**src/rtl/lpf_decimator.sv**
```systemverilog
// Block-average decimator for the lp_filter output stream with a small valid/ready output FIFO.
// Optional peak-hold register enabled by defining LPF_PEAK_HOLD_EN.
module lpf_decimator #(
  parameter int unsigned IN_W       = 24,
  parameter int unsigned OUT_W      = 12,
  parameter int unsigned DEC_LOG2   = 3,
  parameter int unsigned SHIFT      = 4,
  parameter int unsigned FIFO_DEPTH = 4
) (
  input  logic                          clk,
  input  logic                          rst,
  input  logic [IN_W-1:0]               y_in,
  input  logic                          sample_en,
  output logic [OUT_W-1:0]              out_data,
  output logic                          out_valid,
  input  logic                          out_ready,
  output logic [$clog2(FIFO_DEPTH):0]   fifo_level,
  output logic                          sat_flag,
  output logic                          ovf_flag,
  input  logic                          clr_flags,
  output logic [OUT_W-1:0]              peak
);

  localparam int unsigned ACC_W = IN_W + DEC_LOG2;
  localparam int unsigned CNT_W = DEC_LOG2;
  localparam int unsigned PTR_W = $clog2(FIFO_DEPTH);
  localparam int unsigned LVL_W = PTR_W + 1;
  localparam logic [OUT_W-1:0] RES_MAX = '1;

  logic [ACC_W-1:0] acc, acc_n;
  logic [CNT_W-1:0] cnt, cnt_n;
  logic [OUT_W-1:0] mem [FIFO_DEPTH];
  logic [OUT_W-1:0] mem_n [FIFO_DEPTH];
  logic [PTR_W-1:0] rd_ptr, rd_ptr_n, wr_ptr, wr_ptr_n;
  logic [LVL_W-1:0] level_n;
  logic [OUT_W-1:0] out_data_n;
  logic             sat_n, ovf_n;

  logic [ACC_W-1:0] sum, avg, scaled;
  logic [OUT_W-1:0] result;
  logic             clip, blk_done, pop, push, drop, full;

  // Block arithmetic: truncating average, extra shift, unsigned saturation.
  always_comb begin
    sum    = acc + ACC_W'(y_in);
    avg    = sum >> DEC_LOG2;
    scaled = avg >> SHIFT;
    clip   = scaled > ACC_W'(RES_MAX);
    result = clip ? RES_MAX : scaled[OUT_W-1:0];
  end

  // Next-state logic for accumulator, FIFO and flags.
  always_comb begin
    acc_n      = acc;
    cnt_n      = cnt;
    mem_n      = mem;
    rd_ptr_n   = rd_ptr;
    wr_ptr_n   = wr_ptr;
    level_n    = fifo_level;
    out_data_n = '0;

    blk_done = sample_en && (&cnt);
    full     = fifo_level == LVL_W'(FIFO_DEPTH);
    pop      = out_valid && out_ready;
    push     = blk_done && (!full || pop);
    drop     = blk_done && full && !pop;

    if (sample_en) begin
      if (blk_done) begin
        acc_n = '0;
        cnt_n = '0;
      end else begin
        acc_n = sum;
        cnt_n = cnt + CNT_W'(1);
      end
    end

    // A push into a full FIFO that is also popping reuses the slot being vacated.
    if (push) begin
      mem_n[wr_ptr] = result;
      wr_ptr_n      = wr_ptr + PTR_W'(1);
    end
    if (pop) rd_ptr_n = rd_ptr + PTR_W'(1);
    level_n = fifo_level + LVL_W'(push) - LVL_W'(pop);
    if (level_n != '0) out_data_n = mem_n[rd_ptr_n];

    sat_n = (sat_flag && !clr_flags) || (blk_done && clip);
    ovf_n = (ovf_flag && !clr_flags) || drop;
  end

  always_ff @(posedge clk) begin
    if (!rst) begin
      acc        <= '0;
      cnt        <= '0;
      rd_ptr     <= '0;
      wr_ptr     <= '0;
      fifo_level <= '0;
      out_data   <= '0;
      out_valid  <= 1'b0;
      sat_flag   <= 1'b0;
      ovf_flag   <= 1'b0;
      for (int i = 0; i < int'(FIFO_DEPTH); i++) mem[i] <= '0;
    end else begin
      acc        <= acc_n;
      cnt        <= cnt_n;
      mem        <= mem_n;
      rd_ptr     <= rd_ptr_n;
      wr_ptr     <= wr_ptr_n;
      fifo_level <= level_n;
      out_data   <= out_data_n;
      out_valid  <= level_n != '0;
      sat_flag   <= sat_n;
      ovf_flag   <= ovf_n;
    end
  end

`ifdef LPF_PEAK_HOLD_EN
  logic [OUT_W-1:0] peak_n;

  // Peak tracks accepted pushes only; a push in the clearing cycle restarts from that result.
  always_comb begin
    peak_n = peak;
    if (push) begin
      if (clr_flags)         peak_n = result;
      else if (result > peak) peak_n = result;
    end else if (clr_flags) begin
      peak_n = '0;
    end
  end

  always_ff @(posedge clk) begin
    if (!rst) peak <= '0;
    else      peak <= peak_n;
  end
`else
  assign peak = '0;
`endif

endmodule

```
**config.mk**
```make
export PLATFORM = sky130hd
export DESIGN_NAME = lpf_decimator
export DESIGN_NICKNAME = d
export VERILOG_FILES = /design/src/rtl/lpf_decimator.sv
export SDC_FILE = /design/constraint.sdc
export NUM_CORES = 1
export LEC_CHECK = 0
export CORE_MARGIN = 10
export CORE_UTILIZATION = 25
export CTS_CLUSTER_SIZE = 40
export DETAILED_ROUTE_END_ITERATION = 8
export SYNTH_ARGS = -nofsm -noshare
export SYNTH_HDL_FRONTEND = slang
export SYNTH_SLANG_ARGS = --single-unit
```
**constraint.sdc**
```tcl
create_clock -name clk -period 7.5 [get_ports clk]
set_input_delay 1.125 -clock clk [delete_from_list [all_inputs] [get_ports clk]]
set_output_delay 1.125 -clock clk [all_outputs]
set_load 0.02 [all_outputs]
```
==> flow_summary.json, run 1 <==
{
  "cts-root-buf": "clkbuf_16",
  "period_needed_ps": 4910,
  "r2r-end": "out_data[4]",
  "r2r_start": "cnt[0]",
  "synth_area_mm2": 0.00616,
  "max_freq_ghz": 0.204,
  "hold-path-endpoint": "sat_flag",
  "dp_hpwl_um": 11600,
  "start_util": 0.254,
  "grt_setup_unrepaired": "no",
  "cts_tree": "done",
  "post-route-period-util": 0.654,
  "fin_skew_ps": 11.9,
  "cp-startpoint": "sample_en",
  "grt.total_usage": 0.110,
  "ys_types": 59,
  "drtPass1Iterations": 5,
  "r2r_cells": 18,
  "path_clk_slew_ps": 70,
  "grt_first_pass_wirelength_um": 28500,
  "ys_ff_latch": 100,
  "grt_pass1_vias": 5412,
  "regArea_mm2": 0.00200,
  "die-width_um": 177,
  "p_leak_uw": 0.00255,
  "num_vias": 5696,
  "final_area_mm2": 0.00709,
  "synth_ff_type": "dfxtp_1",
  "die_y_um": 177,
  "synth-async-reset-ratio": 0,
  "syn_avg_cell_area_um2": 7.80,
  "finish.cell_count_without_fillers": 1122,
  "ctsHtreeMaxLevel": 3,
  "cts-resized-gates": 0,
  "start_kind": "primary input",
  "fillers": 2672,
  "synth_top_area_cell": "dfxtp_1",
  "avgRoutedWirePerCell_um": 15.4,
  "core.rowCount": 57,
  "cts_hold_buf": 0,
  "die-area_mm2": 0.0313,
  "drv_cap": 0,
  "synthAdderAreaFrac": 0.0715,
  "num_antenna_cells": 0,
  "seq_area_frac_synth": 0.325,
  "route.detailed.drc": 0,
  "hold_class": "register to register",
  "critPathRequiredTime_ps": 7710,
  "timing.hold.ws_ps": 489,
  "layout-drive-gt1-share": 0.0501,
  "cts_buffers": 9,
  "critPathMaxFanout": 12,
  "path_class": "primary input to register",
  "hold_start": "sat_flag",
  "clk_latency_ps": 360,
  "post_cts_buffers": 0,
  "synth_compound_area_frac": 0.263,
  "synth-simple-area-share": 0.233,
  "drt_iter0_markers": 483,
  "multi_input_area_mm2": 0.00383,
  "synth_top_family_by_area": "compound AO/OA/AOI/OAI gates",
  "yosysWarningCount": 0,
  "synthXorXnorAreaFrac": 0.0370,
  "antenna_found_initial": 0,
  "fin_setup_tns_ps": 0,
  "tightest_slew_ps": 1010,
  "whs_path_depth": 2,
  "final-setup-viol-count": 0,
  "cts_num_sinks": 100,
  "placed_cells": 1106,
  "ir_worst_vdd_v": 0.000136,
  "pin_count": 59,
  "coreArea_mm2": 0.0242,
  "grt_remaining_overflow": 0,
  "synth_top_area_frac": 0.325,
  "slew_viol_final": 0,
  "syn_inst": 790,
  "grt_max_degree": 89,
  "area_growth_pct": 15.2,
  "synth.area.top_cells": "dfxtp_1, ha_1, nor3_1",
  "status": "finished clean",
  "place.gp.congestion": 0.833,
  "maxSlewHeadroom": 0.328,
  "final_net_count": 856,
  "via_per_inst": 5.08,
  "utilization": 0.292,
  "drt-total-wl_um": 17300,
  "hold_viol": 0,
  "p_per_area_mw_per_mm2": 257,
  "cts_buffer_depth": 2,
  "synth-edff-count": 0,
  "end_kind": "register",
  "arrival_ps": 5110,
  "antenna_left": 0,
  "place_area_mm2": 0.00679,
  "reg2reg_slack_ps": 3270,
  "io_buffers": 46,
  "synthMuxAreaShare": 0.00488
}
==> Yosys cell counts, drive strengths merged (3+ instances only) <==
cell,number
o21ai,73
dfxtp,100
buf,29
o21bai,4
and2,20
a21o,7
ha,32
a21oi,67
nand2,69
a211oi,5
nor2,43
mux2i,3
nand4,7
xor2,14
o211ai,5
xnor2,12
a32oi,3
a31oi,53
inv,11
and3,12
nor3,75
nand3,10
nand2b,3
o2bb2ai,6
a22oi,11
nor2b,27
nor4bb,10
o22ai,11
clkbuf,44
==> power breakdown <==
group	leakage, uW	switching, uW	internal, uW
registers	0.000812	30.4	580
logic	0.00159	460	272
clock network	0.000147	219	265
==> cells in the final DEF (no fill, tap or decap), types with 7 or more instances in the layout <==
cell             netlist  routed
nor4bb_1              10      10
clkbuf_16              0       9
ha_1                  32      32
o22ai_1               11      11
xnor2_1               12      11
a22oi_1               11      11
nand2_1               69      69
dfxtp_1              100     100
inv_1                 10      10
and3_1                12      12
nand3_1               10      10
xor2_1                14      13
clkdlybuf4s50_1        0      45
o21ai_1                8       8
nor2b_1               27      27
nor2_1                43      42
a21oi_1               64      64
o21ai_0               63      63
a31oi_1               52      52
conb_1                 1      12
nor3_1                75      75
and2_1                20      20
a21o_1                 7       7
buf_4                 12       8
==> logic make-up after synthesis <==
family	count (synthesis)
DFF	100
adders and majority gates	34
muxes	3
xor gates and xnor gates	26
other	1
and+or+nand+nor	281
buffers and inverters	84
AOI/OAI and AO/OA	261
==> per-stage QoR <==
step	setup slack (ps)	total power, uW
after floorplan	3210	1150
after global placement	2230	1340
after detailed placement	2180	1350
after CTS	2560	1840
after global routing	2210	1940
final	2590	1830
==> sequential cells by signal (all words and copies together), names as in the netlist <==
name / flops
acc: 27
out_valid: 1
wr_ptr: 2
fifo_level: 3
out_data: 12
mem: 48
sat_flag: 1
cnt: 3
rd_ptr: 2
ovf_flag: 1
==> routing by layer <==
| metal | up-vias | track usage | wire [um] |
|---|---|---|---|
| met3 | 13 | 0.0215 | 756 |
| met5 | - | 0 | 0 |
| met1 | 2699 | 0.144 | 8220 |
| li1 | 2872 | - | - |
| met2 | 112 | 0.181 | 8170 |
| met4 | 0 | 0.0235 | 151 |
==> cell type report <==
type                       count  share of cell area
sequential                   100               0.282
clock inverter                 5             0.00953
inverter                      11             0.00582
multi-input combinational    617               0.540
timing repair buffer          54              0.0727
clock buffer                  11              0.0328
tap                          324              0.0572
==> worst max-delay path by stage <==
stage	slack, ps	depth (start not counted)	to
2_1_floorplan	3210	16	out_data[10]
5_1_grt	2210	16	out_data[10]
6_report	2590	17	out_data[4]
3_3_place_gp	2230	17	out_data[4]
3_5_place_dp	2180	17	out_data[4]
4_1_cts	2560	17	out_data[4]
==> critical path, cell delays in order <==
cell and delay, ps:
clkdlybuf4s50_1 660, nand2_1 200, a31oi_2 400, inv_1 120
ha_1 310, inv_1 50, ha_1 120, inv_1 40
fa_1 370, xnor2_1 140, xnor2_1 140, o31a_1 280
nand2_1 430, nor3_1 180, nand2_1 90, nor4bb_1 310
o22ai_1 130
Note: power is estimated with default switching activity, not from simulation.
==> inputs of run 2 (changes only) <==
Clock period 7.5 ns to 4.92 ns, I/O delays scaled along.
==> flow_summary.json, run 2 (synthesized netlist as in run 1, its figures left out) <==
{
  "r2r_cells": 19,
  "place.gp.congestion": 0.828,
  "cts_buffers": 9,
  "maxSlewHeadroom": 0.255,
  "die-width_um": 177,
  "clk_latency_ps": 360,
  "period_needed_ps": 4010,
  "reg2reg_slack_ps": 970,
  "timing.hold.ws_ps": 484,
  "p_total_uw": 2780,
  "grt_setup_unrepaired": "no",
  "grt.total_usage": 0.112,
  "p_per_area_mw_per_mm2": 387,
  "antenna_left": 0,
  "comb_power_share": 0.412,
  "cp-startpoint": "sample_en",
  "path_clk_slew_ps": 70,
  "cts_buffer_depth": 2,
  "drtPass1Iterations": 5,
  "placed_cells": 1119,
  "grt_max_degree": 88,
  "post-route-period-util": 0.814,
  "drv_cap": 0,
  "grt_first_pass_wirelength_um": 28800,
  "die-area_mm2": 0.0313,
  "grt_pass1_vias": 5440,
  "cts_tree": "done",
  "drt-total-wl_um": 17700,
  "cp-endpoint": "out_data[10]",
  "critPathMaxFanout": 12,
  "r2r-end": "out_data[10]",
  "num_antenna_cells": 0,
  "p_sw_frac": 0.398,
  "slew_viol_final": 0,
  "final_area_mm2": 0.00718,
  "die_y_um": 177,
  "status": "finished clean",
  "avgRoutedWirePerCell_um": 15.6,
  "place_area_mm2": 0.00690,
  "power.switching_uw": 1110,
  "final_net_count": 869,
  "hold_class": "register to register",
  "largest_registers": "mem: 48 flops, acc: 27 flops, out_data: 12 flops",
  "coreArea_mm2": 0.0242,
  "finish.cell_count_without_fillers": 1135,
  "via_per_inst": 5.08,
  "power.internal_uw": 1670,
  "drt_iter0_markers": 461,
  "met2_length_um": 8160,
  "start_util": 0.254,
  "post_cts_buffers": 0,
  "pin_count": 59,
  "route.detailed.drc": 0,
  "max_freq_ghz": 0.250,
  "wl_met3_um": 1040,
  "final_common_cell": "dfxtp_1",
  "area_growth_pct": 16.6,
  "io_buffers": 46,
  "cts-root-buf": "clkbuf_16",
  "ir_worst_vdd_v": 0.000214,
  "core.rowCount": 57,
  "critPathRequiredTime_ps": 5160,
  "final-setup-viol-count": 0,
  "clkPwrFrac": 0.252,
  "cts_num_sinks": 100,
  "r2r_start": "cnt[0]",
  "cts_hold_buf": 0,
  "num_vias": 5769,
  "grt_remaining_overflow": 0,
  "regMostFlops": "mem",
  "fin_skew_ps": 10.3,
  "end_kind": "register",
  "layout-drive-gt1-share": 0.0678,
  "largest_reg_flops": 48,
  "power_frac_seq": 0.336,
  "cts-resized-gates": 0,
  "top_layer": "met4",
  "arrival_ps": 4250,
  "fin_setup_tns_ps": 0,
  "path_class": "primary input to register",
  "antenna_found_initial": 0,
  "tightest_slew_ps": 1120,
  "dp_hpwl_um": 11800,
  "p_leak_uw": 0.00261,
  "hold_viol": 0,
  "most-common-layout-cells": "dfxtp_1, nor3_1, nand2_1, a21oi_1, o21ai_0",
  "drt-met1-wl_um": 8370,
  "ctsHtreeMaxLevel": 3,
  "start_kind": "primary input"
}
run 2: layout make-up:
class | count | area [um2]
well taps | 324 | 405
fillers | 2667 | 17100
multi-input cells | 617 | 3820
repair buffers | 67 | 626
inverters | 11 | 41.3
clock buffers | 9 | 225
clock inverters | 7 | 60.1
flip-flops and latches | 100 | 2000
run 2: how the worst min path moves through the flow:
stage	start	endpoint	slack (ps)	cells past startpoint
floorplan	acc[19]	acc[19]	480	2
global placement	sat_flag	sat_flag	470	2
detailed placement	sat_flag	sat_flag	480	2
CTS	sat_flag	sat_flag	490	2
global route	sat_flag	sat_flag	540	2
finish	sat_flag	sat_flag	480	2
run 2: metrics by stage:
step	setup slack [ps]	utilization
5_1_grt	636	0.296
3_5_place_dp	522	0.284
3_3_place_gp	606	0.284
6_report	914	0.296
4_1_cts	903	0.296
2_1_floorplan	1020	-
run 2: metal layers:
metal  vias to the layer above  track usage
li1                       2900            -
met1                      2690        0.148
met2                       167        0.182
met3                        12       0.0233
met4                         0       0.0280
met5                         -            0
run 2: worst max-delay path, stage by stage:
cell             delay [ps]
clkdlybuf4s50_1         490
nand2_1                 130
a31oi_2                 170
buf_4                   170
inv_1                    60
ha_1                    280
inv_1                    50
ha_1                    120
inv_1                    50
fa_1                    370
xnor2_1                 140
xnor2_1                 140
o31a_1                  270
nand2_1                 470
nor3_1                  160
nand2_1                  80
nor4bb_1                240
o22ai_1                 100
run 2: power groups by stage:
| stage | Combinational [uW] | Sequential [uW] | Clock (uW) |
|---|---|---|---|
| floorplan | 759 | 987 | 0 |
| global placement | 1130 | 958 | 0 |
| detailed placement | 1140 | 955 | 0 |
| CTS | 1140 | 936 | 718 |
| global route | 1260 | 944 | 739 |
| finish | 1140 | 934 | 700 |
==> inputs of run 3 (changes only) <==
Clock period 4.92 ns to 3.69 ns, I/O delays scaled along.
==> flow_summary.json, run 3 (synthesized netlist as in run 1, its figures left out) <==
{
  "period_needed_ps": 3440,
  "hold_start": "sat_flag",
  "p_per_area_mw_per_mm2": 530,
  "fin_skew_ps": 11.1,
  "hold_class": "register to register",
  "arrival_ps": 3670,
  "critPathMaxFanout": 11,
  "hold-path-endpoint": "sat_flag",
  "end_kind": "register",
  "num_vias": 5925,
  "slew_viol_final": 0,
  "via_per_inst": 5.00,
  "final_common_cell": "dfxtp_1",
  "num_antenna_cells": 0,
  "r2r_start": "cnt[0]",
  "io_buffers": 46,
  "place_area_mm2": 0.00730,
  "die-width_um": 177,
  "grt_first_pass_wirelength_um": 29900,
  "hold_viol": 0,
  "cts_buffer_depth": 2,
  "ctsHtreeMaxLevel": 3,
  "ir_worst_vdd_v": 0.000255,
  "largest_reg_flops": 48,
  "multi_input_area_mm2": 0.00383,
  "drt_iter0_markers": 517,
  "start_kind": "primary input",
  "drt-total-wl_um": 18100,
  "cts_buffers": 9,
  "finish.cell_count_without_fillers": 1184,
  "dpl_worst_slack_ps": -113,
  "r2r_cells": 19,
  "regMostFlops": "mem",
  "core.rowCount": 57,
  "dp_hpwl_um": 12500,
  "final_net_count": 918,
  "r2r-end": "out_data[1]",
  "coreArea_mm2": 0.0242,
  "max_freq_ghz": 0.291,
  "antenna_found_initial": 0,
  "cts_hold_buf": 0,
  "cts_tree": "done",
  "grt_remaining_overflow": 0,
  "antenna_left": 0,
  "final-setup-viol-count": 0,
  "slowest_delay_ps": 410,
  "start_util": 0.254,
  "cts-root-buf": "clkbuf_16",
  "fillers": 2646,
  "layout-drive-gt1-share": 0.123,
  "maxSlewHeadroom": 0.455,
  "avgRoutedWirePerCell_um": 15.3,
  "path_class": "primary input to register",
  "die_y_um": 177,
  "setup_ws_ps": 251,
  "drv_cap": 0,
  "final_area_mm2": 0.00765,
  "regArea_mm2": 0.00200,
  "area_growth_pct": 24.2,
  "grt_max_degree": 88,
  "route.detailed.drc": 0,
  "whs_path_depth": 2,
  "drtPass1Iterations": 6,
  "p_leak_uw": 0.00289,
  "most-common-layout-cells": "dfxtp_1, nor3_1, nand2_1, buf_4, a21oi_1",
  "clk_latency_ps": 360,
  "cts_num_sinks": 100,
  "place.gp.congestion": 0.858,
  "post-route-period-util": 0.932,
  "tightest_slew_ps": 814,
  "reg2reg_slack_ps": 310,
  "grt.total_usage": 0.116,
  "grt_setup_unrepaired": "no",
  "grt_pass1_vias": 5696,
  "die-area_mm2": 0.0313,
  "pin_count": 59,
  "worst_path_max_delay_cell": "fa_1",
  "p_total_uw": 4050,
  "critPathRequiredTime_ps": 3920,
  "path_clk_slew_ps": 70,
  "placed_cells": 1168,
  "crit_chain": "clkdlybuf4s50_1 -> ha_1 -> fa_1 -> a211oi_2 -> o21ai_2 -> a21oi_4 -> o21bai_1 -> a311o_1 -> o32a_4 -> buf_12 -> nor4bb_1 -> o22ai_1",
  "largest_registers": "mem: 48 flops, acc: 27 flops, out_data: 12 flops",
  "status": "finished clean"
}
-- run 3: cell types whose count changed in the layout (fill, tap and decap cells not counted), sizes merged --
cell / previous run / this run
bufinv: 0 / 2
clkinv: 4 / 2
buf: 22 / 71
-- run 3: power by group --
part	internal (uW)	switching, uW	leakage, uW	total (uW)
Clock	607	462	0.000161	1070
Sequential	1180	67.1	0.000812	1250
Combinational	761	980	0.00192	1740
Total	2550	1510	0.00289	4050
-- run 3: worst max path at each step --
| stage | startpoint | cells after the start | slack, ps | end |
|---|---|---|---|---|
| after CTS | cnt[0] | 19 | 250 | out_data[1] |
| after global placement | sample_en | 18 | -30 | out_data[7] |
| after floorplan | sample_en | 18 | 40 | out_data[4] |
| final | y_in[0] | 12 | 250 | out_data[1] |
| after detailed placement | sample_en | 18 | -110 | out_data[6] |
| after global routing | cnt[0] | 19 | 9 | out_data[0] |
-- run 3: layout make-up --
cell class | count | area share
Clock inverter | 7 | 0.0142
Multi-Input combinational cell | 617 | 0.501
Clock buffer | 9 | 0.0295
Timing Repair Buffer | 116 | 0.135
Inverter | 11 | 0.00540
Tap cell | 324 | 0.0530
Sequential cell | 100 | 0.262
-- run 3: routing by layer --
metal / GRT usage / up-vias / share of wire
li1: - / 2998 / -
met1: 0.153 / 2741 / 0.48
met2: 0.188 / 176 / 0.46
met3: 0.0275 / 10 / 0.055
met4: 0.0210 / 0 / 0.0078
met5: 0 / - / 0
-- run 3: critical path, delay by kind of cell --
kind	cells	cell delay (ps)
AOI/OAI and AO/OA	7	1570
adders and majority gates	2	630
buffers and inverters	2	560
and+or+nand+nor	1	330
-- run 3: timing repair --
item                       CTS  global route
hold endpoints to repair     0             0
setup endpoints to repair    0             2
setup buffers                0             0
resized for setup            0             2
-- run 3: per-stage QoR --
stage                     setup TNS [ps]  hold WS, ps  utilization
after floorplan                        0          476            -
after global placement             -34.2          488        0.301
after detailed placement           -1670          494        0.301
after CTS                              0          505        0.315
after global routing                   0          534        0.315
final                                  0          494        0.315
